<file path="src/rtl/imem_dmem_arbiter.sv">
// imem_dmem_arbiter: shares one single-ported memory between instruction fetch
// (IF) and load/store (LS). One transaction in flight, LS has fixed priority,
// and a streak counter forces an IF grant after MAX_LS_STREAK LS grants in a
// row while IF is waiting. Grants and the memory request are combinational in
// the issue cycle; responses are steered back combinationally from mem_rvalid.
module imem_dmem_arbiter #(
    parameter int ADDR_WIDTH    = 32,
    parameter int MAX_LS_STREAK = 4
) (
    input  logic                  clk_i,
    input  logic                  rst_i,
    // instruction fetch side
    input  logic                  if_req_i,
    input  logic [ADDR_WIDTH-1:0] if_addr_i,
    input  logic                  if_flush_i,
    output logic                  if_gnt_o,
    output logic                  if_rvalid_o,
    output logic [31:0]           if_rdata_o,
    // load/store side
    input  logic                  ls_req_i,
    input  logic                  ls_we_i,
    input  logic [ADDR_WIDTH-1:0] ls_addr_i,
    input  logic [31:0]           ls_wdata_i,
    input  logic [3:0]            ls_be_i,
    output logic                  ls_gnt_o,
    output logic                  ls_rvalid_o,
    output logic [31:0]           ls_rdata_o,
    // memory side
    output logic                  mem_req_o,
    output logic                  mem_we_o,
    output logic [ADDR_WIDTH-1:0] mem_addr_o,
    output logic [31:0]           mem_wdata_o,
    output logic [3:0]            mem_be_o,
    input  logic                  mem_rvalid_i,
    input  logic [31:0]           mem_rdata_i
);

    localparam int STREAK_W = $clog2(MAX_LS_STREAK + 1);
    localparam logic [STREAK_W-1:0] STREAK_MAX = STREAK_W'(MAX_LS_STREAK);

    typedef enum logic { IDLE, BUSY } state_e;
    typedef enum logic { OWN_IF, OWN_LS } owner_e;

    state_e                state_q,    state_d;
    owner_e                owner_q,    owner_d;
    logic                  owner_we_q, owner_we_d;   // outstanding LS op is a write
    logic                  drop_q,     drop_d;       // outstanding IF response is flushed
    logic [STREAK_W-1:0]   streak_q,   streak_d;

    logic                  resp;
    logic                  issue_ok;
    logic                  ls_win;
    logic                  if_win;
    logic                  if_deliver;

    // Byte-offset bits are ignored; memory sees word-aligned addresses only.
    logic                  unused_addr_bits;
    assign unused_addr_bits = ^{if_addr_i[1:0], ls_addr_i[1:0]};

    // Issue, arbitration, memory drive, response steering and next-state logic.
    always_comb begin
        // NOTE: every output and next-state value gets a default first so no
        // path through the branches below can leave a latch behind.
        if_gnt_o    = 1'b0;
        ls_gnt_o    = 1'b0;
        if_rvalid_o = 1'b0;
        if_rdata_o  = '0;
        ls_rvalid_o = 1'b0;
        ls_rdata_o  = '0;
        mem_req_o   = 1'b0;
        mem_we_o    = 1'b0;
        mem_addr_o  = '0;
        mem_wdata_o = '0;
        mem_be_o    = '0;
        state_d     = state_q;
        owner_d     = owner_q;
        owner_we_d  = owner_we_q;
        drop_d      = drop_q;
        streak_d    = streak_q;

        // A response only counts while a transaction is outstanding; a stray
        // mem_rvalid in IDLE is dropped on the floor.
        resp       = !rst_i && (state_q == BUSY) && mem_rvalid_i;
        issue_ok   = !rst_i && ((state_q == IDLE) || resp);
        ls_win     = issue_ok && ls_req_i && !(if_req_i && (streak_q == STREAK_MAX));
        if_win     = issue_ok && !ls_win && if_req_i;
        if_deliver = resp && (owner_q == OWN_IF) && !drop_q && !if_flush_i;

        // Response routing back to the owner of the outstanding transaction.
        if (resp) begin
            state_d = IDLE;
            drop_d  = 1'b0;
            if (owner_q == OWN_IF) begin
                if_rvalid_o = if_deliver;
                if_rdata_o  = if_deliver ? mem_rdata_i : '0;
            end else begin
                ls_rvalid_o = 1'b1;
                ls_rdata_o  = owner_we_q ? '0 : mem_rdata_i;
            end
        end else if ((state_q == BUSY) && (owner_q == OWN_IF) && if_flush_i) begin
            drop_d = 1'b1;
        end

        // New issue (from IDLE or back-to-back with the response above).
        if (ls_win) begin
            ls_gnt_o    = 1'b1;
            mem_req_o   = 1'b1;
            mem_we_o    = ls_we_i;
            mem_addr_o  = {ls_addr_i[ADDR_WIDTH-1:2], 2'b00};
            mem_wdata_o = ls_wdata_i;
            mem_be_o    = ls_be_i;
            state_d     = BUSY;
            owner_d     = OWN_LS;
            owner_we_d  = ls_we_i;
            if (!if_req_i) begin
                streak_d = '0;
            end else if (streak_q != STREAK_MAX) begin
                streak_d = streak_q + 1'b1;
            end
        end else if (if_win) begin
            if_gnt_o    = 1'b1;
            mem_req_o   = 1'b1;
            mem_addr_o  = {if_addr_i[ADDR_WIDTH-1:2], 2'b00};
            mem_be_o    = 4'hF;
            state_d     = BUSY;
            owner_d     = OWN_IF;
            owner_we_d  = 1'b0;
            streak_d    = '0;
        end
    end

    // State, ownership, flush and streak registers with synchronous reset.
    always_ff @(posedge clk_i) begin
        // NOTE: non-blocking assignments so every register samples the
        // pre-edge values regardless of statement order.
        if (rst_i) begin
            state_q    <= IDLE;
            owner_q    <= OWN_IF;
            owner_we_q <= 1'b0;
            drop_q     <= 1'b0;
            streak_q   <= '0;
        end else begin
            state_q    <= state_d;
            owner_q    <= owner_d;
            owner_we_q <= owner_we_d;
            drop_q     <= drop_d;
            streak_q   <= streak_d;
        end
    end

endmodule

</file>
<file path="config.mk">
export PLATFORM = sky130hd
export DESIGN_NAME = imem_dmem_arbiter
export DESIGN_NICKNAME = d
export VERILOG_FILES = /design/src/rtl/imem_dmem_arbiter.sv
export SDC_FILE = /design/constraint.sdc
export NUM_CORES = 1
export LEC_CHECK = 0
export CAP_MARGIN = 30
export CORE_AREA = 2 2 107 109
export DETAILED_ROUTE_END_ITERATION = 10
export DIE_AREA = 0 0 109 111
export PLACE_DENSITY = 0.65
export SETUP_SLACK_MARGIN = 0.1
export SYNTH_ARGS = -nofsm -noshare
export SYNTH_HDL_FRONTEND = slang
export SYNTH_SLANG_ARGS = --single-unit
</file>
<file path="constraint.sdc">
create_clock -name clk_i -period 2.2 [get_ports clk_i]
set_input_delay 0.55 -clock clk_i [delete_from_list [all_inputs] [get_ports clk_i]]
set_output_delay 0.55 -clock clk_i [all_outputs]
set_load 0.01 [all_outputs]
</file>
Word-level counts from Yosys, hierarchy flattened:

Index checks and enable logic that the tools add are counted.
W data, S select, Z words.

* flip-flop bits (word level): 7
* bits in latches: 0
* bits in writable memories: 0
* memory bits (read-only): 0
* input bits: 139
* output and inout port bits: 138
* word-level logic and storage cells: 64
* memories: 0

* $add $sub $neg: 1
* multipliers: 0
* div/mod/pow operators: 0
* $lt $le $gt $ge: 0
* equal/unequal tests: 3
* shift operators: 0
* muxes and demuxes: 30
* bitwise operators: 2
* reductions and logical operators: 23

Operators by type and width (number)
* $mux W32: 9
* $mux W1: 15
* $logic_and A1 B1 Y1: 13
* $mux W3: 4
* $mux W4: 2
* $logic_not A1 Y1: 5
* $add A3 B1 Y3 const B: 1
* $eq A3 B3 Y1 const B: 1
* $ne A3 B2 Y1 const B: 1
* $ne A3 B3 Y1 const B: 1
* $reduce_bool A3 Y1: 1
* $not A1 Y1: 2
* $reduce_and A2 Y1: 1
* $reduce_bool A2 Y1: 1
* $reduce_or A2 Y1: 1
* $logic_or A1 B1 Y1: 1

Depth between registers and ports, before layout:

Gate-level depths: netlist (run 1).

* word-level depth: 12
* depth in mapped cells: 7
* gate-level depth less buffers: 5

Least setup slack after synthesis (run 1):

No wires, ideal clock.

* kind: in2out
* start point: input if_req_i
* end point: output mem_wdata_o[23]
* data arrival time: 1.490 ns
* data required time: 1.650 ns
* slack: 0.160 ns
* stages: 6
* buffers on the path: 3
* path through: buf_2 nand3_1 and4_1 buf_2 buf_2 and2_1

* longest elaborated chain between the ends: 4

Ends and longest elaborated chain
* start, declared: line 13 `input logic if_req_i,`
* $logic_and A1 B1 Y1: line 85 `ls_win = issue_ok && ls_req_i && !(if_req_i && (streak_q == STREAK_MAX));`
* $logic_not A1 Y1: line 85
* $logic_and A1 B1 Y1: line 85
* $mux W32: line 105 `if (ls_win) begin`
* end, declared: line 32 `output logic [31:0] mem_wdata_o,`

Every way passes these cells.

Worst setup path after layout (run 1):

* start point: input if_flush_i
* end point: output if_rdata_o[22]

* longest elaborated chain between the ends: 5

Ends and longest elaborated chain
* start, declared: line 15 `input logic if_flush_i,`
* $logic_not A1 Y1: line 87 `if_deliver = resp && (owner_q == OWN_IF) && !drop_q && !if_flush_i;`
* $logic_and A1 B1 Y1: line 87
* $mux W32: line 95 `if_rdata_o = if_deliver ? mem_rdata_i : '0;`
* $mux W32: line 93 `if (owner_q == OWN_IF) begin`
* $mux W32: line 90 `if (resp) begin`
* end, declared: line 18 `output logic [31:0] if_rdata_o,`

Every way passes these cells.

==> results of run 1 <==
-- sequential cells by signal, indices dropped and copies added (netlist names) --
register    flops
streak_q        3
drop_q          1
owner_q         1
owner_we_q      1
state_q         1
-- placed cells by master, fill, tap and decap left out, drive strengths merged, types with 4 or more instances in the layout --
cell and count:
nor2 5, inv 4, nand2 8, a21oi 35
buf 213, nand3 61, dfxtp 7, clkdlybuf4s50 129
and2 97, clkbuf 4
-- cells by family (layout without fill, tap and decap cells) --
logic type | Yosys count | in the layout | share of synthesized area [%]
AOI/OAI and AO/OA | 43 | 43 | 14.80
adders and majority gates | 2 | 2 | 1.525
buffers and inverters | 33 | 351 | 10.22
DFF | 7 | 7 | 8.543
muxes | 1 | 1 | 0.6865
other | 1 | 2 | 0.2286
and+or+nand+nor | 181 | 181 | 64.00
-- cell type report --
cell class	count	area (µm²)	area share, %
tap	143	178.9	3.023
sequential	7	142.6	2.410
multi-input combinational	229	1934	32.69
clock buffer	4	78.83	1.332
inverter	4	17.52	0.2960
timing repair buffer	343	3566	60.25
-- worst max path at each step --
stage | end | slack (ps)
global placement | if_rdata_o[26] | -810
global route | if_rdata_o[0] | -170
floorplan | mem_wdata_o[23] | 160
detailed placement | if_rdata_o[7] | -820
CTS | if_rdata_o[24] | -250
finish | if_rdata_o[22] | -130
-- per-layer routing --
layer	track usage, %	vias up	routed length (µm)
met5	0	-	0
met4	4.701	0	238
met3	3.880	19	1040
met2	36.31	166	6850
met1	19.19	1530	4180
li1	-	1550	-
-- report_power, final --
part           switching, mW  total, mW  leakage [nW]  internal, mW
Sequential           0.00603      0.140        0.0584         0.134
Combinational          0.331      0.879          2.56         0.547
Clock                 0.0846      0.327        0.0382         0.243
Total                  0.422       1.35          2.65         0.924
-- what timing repair did --
action / CTS / global route
gates resized for setup: 746 / 135
setup endpoints to repair: 138 / 135
gates cloned: 14 / 1
setup buffers: 33 / 7
pin swaps: 70 / 50
hold buffers: 0 / 0
==> impl_metrics.yaml, run 1 <==
critical_path:
  path_cells: "buf_6 -> or4_4 -> nor2_4 -> buf_6 -> buf_16 -> and2_1 -> buf_2"
  path_max_fanout: 16
  cpMostUsedCell: "buf_6"
  setup.worst_path.end_class: "output port"
  critPathSlowestCell: "or4_4"
  worstSetupStartpointType: "input port"
  path_class: "in -> out"
  cp_top_family: "simple AND/OR/NAND/NOR gates"
  crit_path_max_incr_delay_ps: 510
  worstRegToRegCells: 9
  r2r-start: "streak_q[0]"
  path_depth: 7
  cp-startpoint: "if_flush_i"
  required_ps: 1650
  r2r_setup_slack_ps: 280
  r2r_end: "streak_q[0]"
  worstPathArrival_ps: 1780
  critPathBufInv: 4
routing:
  drtIter0Drc: 133
  ant_nets: 0
  routed_wl_um: 12310
  remaining_drc_errors: 0
  wire_per_inst_um: 16.86
  vias: 3265
  dr.pass1.iters: 4
  avgViaCountPerCell: 4.473
clocking:
  htree_levels: 1
  cts_root_buf: "clkbuf_16"
  clk_path_buf_depth: 2
  tritoncts: "done"
  numCtsBuffers: 3
  clkSinkCount: 7
  clk_latency_ps: 240
  cts.clk_slew.worst_paths_ps: 40
global_route:
  grt_pass1_wl_um: 17550
  grt_max_degree: 33
  antenna_found_initial: 0
  grt_pass1_vias: 3244
  globalRoute.totalOverflow: 0
  grt_util_all_layers_pct: 18.47
power_and_ir_drop:
  power_mw: 1.346
  power_density_nw_per_um2: 227.5
  p_leak_nw: 2.653
  peakVddDrop_mv: 0.2557
yosys:
  syn-instance-count: 268
  synth-edff-count: 0
  avgSynthCellArea_um2: 6.121
  seq_area_frac_synth_pct: 8.543
  yosys_warnings: 0
  synthFlopType: "dfxtp_1"
  synth_area_leaders: "and2_1 (37%), nand3_1 (19%), a21oi_1 (11%)"
  synth.distinct_cells: 32
  ys_ff_latch: 7
  yosys.cell_count.top_type: "and2_1"
  synth_top_area_cell: "and2_1"
  yosys-top-cells-count: "and2_1 (97), nand3_1 (61), a21oi_1 (35), buf_2 (11), clkbuf_1 (11)"
  syn-cell-area_um2: 1640
  synthArstFlopShare_pct: 0
  synth_top_cell_area_share_pct: 36.99
worst_hold_path:
  hold_path.class: "reg -> reg"
  min_path_cells: 1
  min_from: "owner_we_q"
  min_to: "owner_we_q"
layout:
  final_util_pct: 53.43
  nNetsFinal: 729
  drive_gt1_share_pct: 64.57
  stdcell_area_um2: 5918
  fillers: 996
  final_cells: 730
  syn_to_final_growth_pct: 260.8
  diodes: 0
sta:
  rsz0062_at_grt: "true"
  hold_viol_final: 0
  fin_crit_ps: 2335
  fin_crit_sh_pct: 106.1
  skew_ps: 2.084
  finalSetupTns_ps: -6529
  setup_ws_ps: -134.5
  fmax_mhz: 428.3
  setup-violations-final: 75
  holdWs_ps: 559.7
  slew_violations: 0
floorplan:
  core_area_um2: 11080
  initial_core_util_pct: 14.81
  fp.dieH_um: 111
  die_area_um2: 12100
  die_w_um: 109
  rows: 39
  pin_count: 277
placement:
  placed_cell_area_um2: 4641
  place_inst: 678
  dp_slack_ps: -817.2
  dpl.hpwl_um: 7971
  io_buffer_count: 270
  place.gp.congestion: 0.7778
run_status:
  outcome: "finished, violations left"
  violations: "setup timing"
flow_run:
  maxCapViolCount: 0
No activity file was read; power rests on OpenSTA's default activity.
==> inputs of run 2 (changes only) <==
==> constraint.sdc (replaced) <==
create_clock -name clk_i -period 2.6 [get_ports clk_i]
set_input_delay 0.65 -clock clk_i [delete_from_list [all_inputs] [get_ports clk_i]]
set_output_delay 0.65 -clock clk_i [all_outputs]
set_load 0.01 [all_outputs]
==> run 2 against run 1 <==
  * The run now ends clean
  * Sequential share of layout area rose by 0.51 points
  * Clock power fell by 19%
  * Count of clock-buffer cells in the layout did not move
  * Critical endpoint is now if_rdata_o[8]
  * Largest cell class unchanged
==> impl_metrics.yaml, run 2 (synthesis gave the netlist of run 1 again) <==
run_status:
  outcome: "finished clean"
power_and_ir_drop:
  power_density_nw_per_um2: 194.4
  power_mw: 0.9319
  p_leak_nw: 2.212
  peakVddDrop_mv: 0.1647
critical_path:
  path_class: "in -> out"
  worstSetupStartpointType: "input port"
  path_max_fanout: 4
  worstPathArrival_ps: 1850
  cp-startpoint: "rst_i"
  cpMostUsedCell: "buf_6"
  critPathSlowestCell: "or4_4"
  r2r-start: "streak_q[1]"
  path_cells: "buf_6 -> or4_4 -> nor2_4 -> buf_6 -> clkbuf_16 -> and2_4 -> buf_6"
  required_ps: 1950
  crit_path_max_incr_delay_ps: 490
  worstRegToRegCells: 7
  setup.worst_path.end_class: "output port"
floorplan:
  die_w_um: 109
  rows: 39
  initial_core_util_pct: 14.81
  pin_count: 277
  core_area_um2: 11080
  fp.dieH_um: 111
  die_area_um2: 12100
clocking:
  clk_path_buf_depth: 2
  clk_latency_ps: 230
  cts.clk_slew.worst_paths_ps: 30
  tritoncts: "done"
  numCtsBuffers: 3
  cts_root_buf: "clkbuf_16"
  cts_hold_buffers: 0
  htree_levels: 1
  clkSinkCount: 7
placement:
  place.gp.congestion: 0.7790
  dpl.hpwl_um: 8055
  io_buffer_count: 270
sta:
  fin_crit_ps: 2499
  fin_crit_sh_pct: 96.12
  rsz0062_at_grt: "true"
  slew_violations: 0
  hold_viol_final: 0
  fmax_mhz: 400.1
  skew_ps: 2.418
  setup-violations-final: 0
flow_run:
  maxCapViolCount: 0
global_route:
  antenna_found_initial: 0
  globalRoute.totalOverflow: 0
  grt_max_degree: 33
  grt_pass1_wl_um: 15130
  grt_util_all_layers_pct: 15.74
  grt_pass1_vias: 2924
worst_hold_path:
  hold_path.class: "reg -> reg"
  min_from: "owner_we_q"
  min_path_cells: 1
layout:
  final_common_cell: "clkdlybuf4s50_1"
  final_util_pct: 43.28
  final_cell_mix: "clkdlybuf4s50_1 (129), and2_1 (66), nand3_1 (60)"
  nNetsFinal: 692
  largest_register_ffs: 3
  diodes: 0
  top_register: "streak_q"
  drive_gt1_share_pct: 37.09
  syn_to_final_growth_pct: 192.3
routing:
  drtIter0Drc: 124
  avgViaCountPerCell: 4.253
  wire_per_inst_um: 15.07
  remaining_drc_errors: 0
  dr.pass1.iters: 4
  ant_nets: 0
  routed_wl_um: 10440
  vias: 2947
## run 2: repair_timing
action / CTS / global route
pin swaps: 24 / 10
buffers inserted: 6 / 2
gates resized for setup: 440 / 111
setup endpoints to repair: 136 / 89
cloned: 5 / 2
## run 2: where the power goes
group	total [mW]	switching (mW)	internal (mW)
Combinational	0.548	0.204	0.344
Clock	0.265	0.0606	0.204
Sequential	0.119	0.00551	0.114
## run 2: worst max-delay path: cells and delay by family
family                 cells  cell delay, ps
buffers and inverters      4             460
and+or+nand+nor            3             740
## run 2: path summary, 6_finish.rpt
path / endpoint / slack (ps)
hold / removal: owner_we_q / 540
setup / recovery: if_rdata_o[8] / 100
setup reg to reg: streak_q[0] / 850
hold reg to reg: owner_we_q / 540
## run 2: final cells by class
| class | count | area [µm²] |
|---|---|---|
| Multi-Input combinational cell | 229 | 1470 |
| Timing Repair Buffer | 306 | 2912 |
| Inverter | 4 | 15.01 |
| Clock buffer | 4 | 78.83 |
| Tap cell | 143 | 178.9 |
| Sequential cell | 7 | 140.1 |
| Fill cell | 1131 | 6282 |
## run 2: stage by stage
| step | hold WS (ps) | area (µm²) | cells | setup WS, ps | setup TNS (ps) |
|---|---|---|---|---|---|
| 2_1_floorplan | 443.6 | 1644 | 269 | 360.4 | 0 |
| 3_3_place_gp | 486.4 | 4606 | 675 | -605.6 | -70790 |
| 3_5_place_dp | 484.0 | 4606 | 675 | -610.1 | -72730 |
| 4_1_cts | 536.3 | 4721 | 690 | 10.36 | 0 |
| 5_1_grt | 572.6 | 4795 | 693 | 59.42 | 0 |
| 6_report | 537.4 | 4795 | 693 | 100.9 | 0 |
## run 2: per-layer routing
metal,vias up,part of all wire [%],track usage (%)
met2,139,53,31.30
li1,1468,-,-
met3,3,9.2,3.880
met1,1337,37,16.73
met5,-,0,0
met4,0,0.26,1.538
==> inputs of run 3 (changes only) <==
--- a/config.mk
+++ b/config.mk
@@ -5,7 +5,6 @@
 export SDC_FILE = /design/constraint.sdc
 export NUM_CORES = 1
 export LEC_CHECK = 0
-export CAP_MARGIN = 30
 export CORE_AREA = 2 2 107 109
 export DETAILED_ROUTE_END_ITERATION = 10
 export DIE_AREA = 0 0 109 111
==> results of run 3 <==
No change in the layout: final DEF, timing and power equal those of run 2.
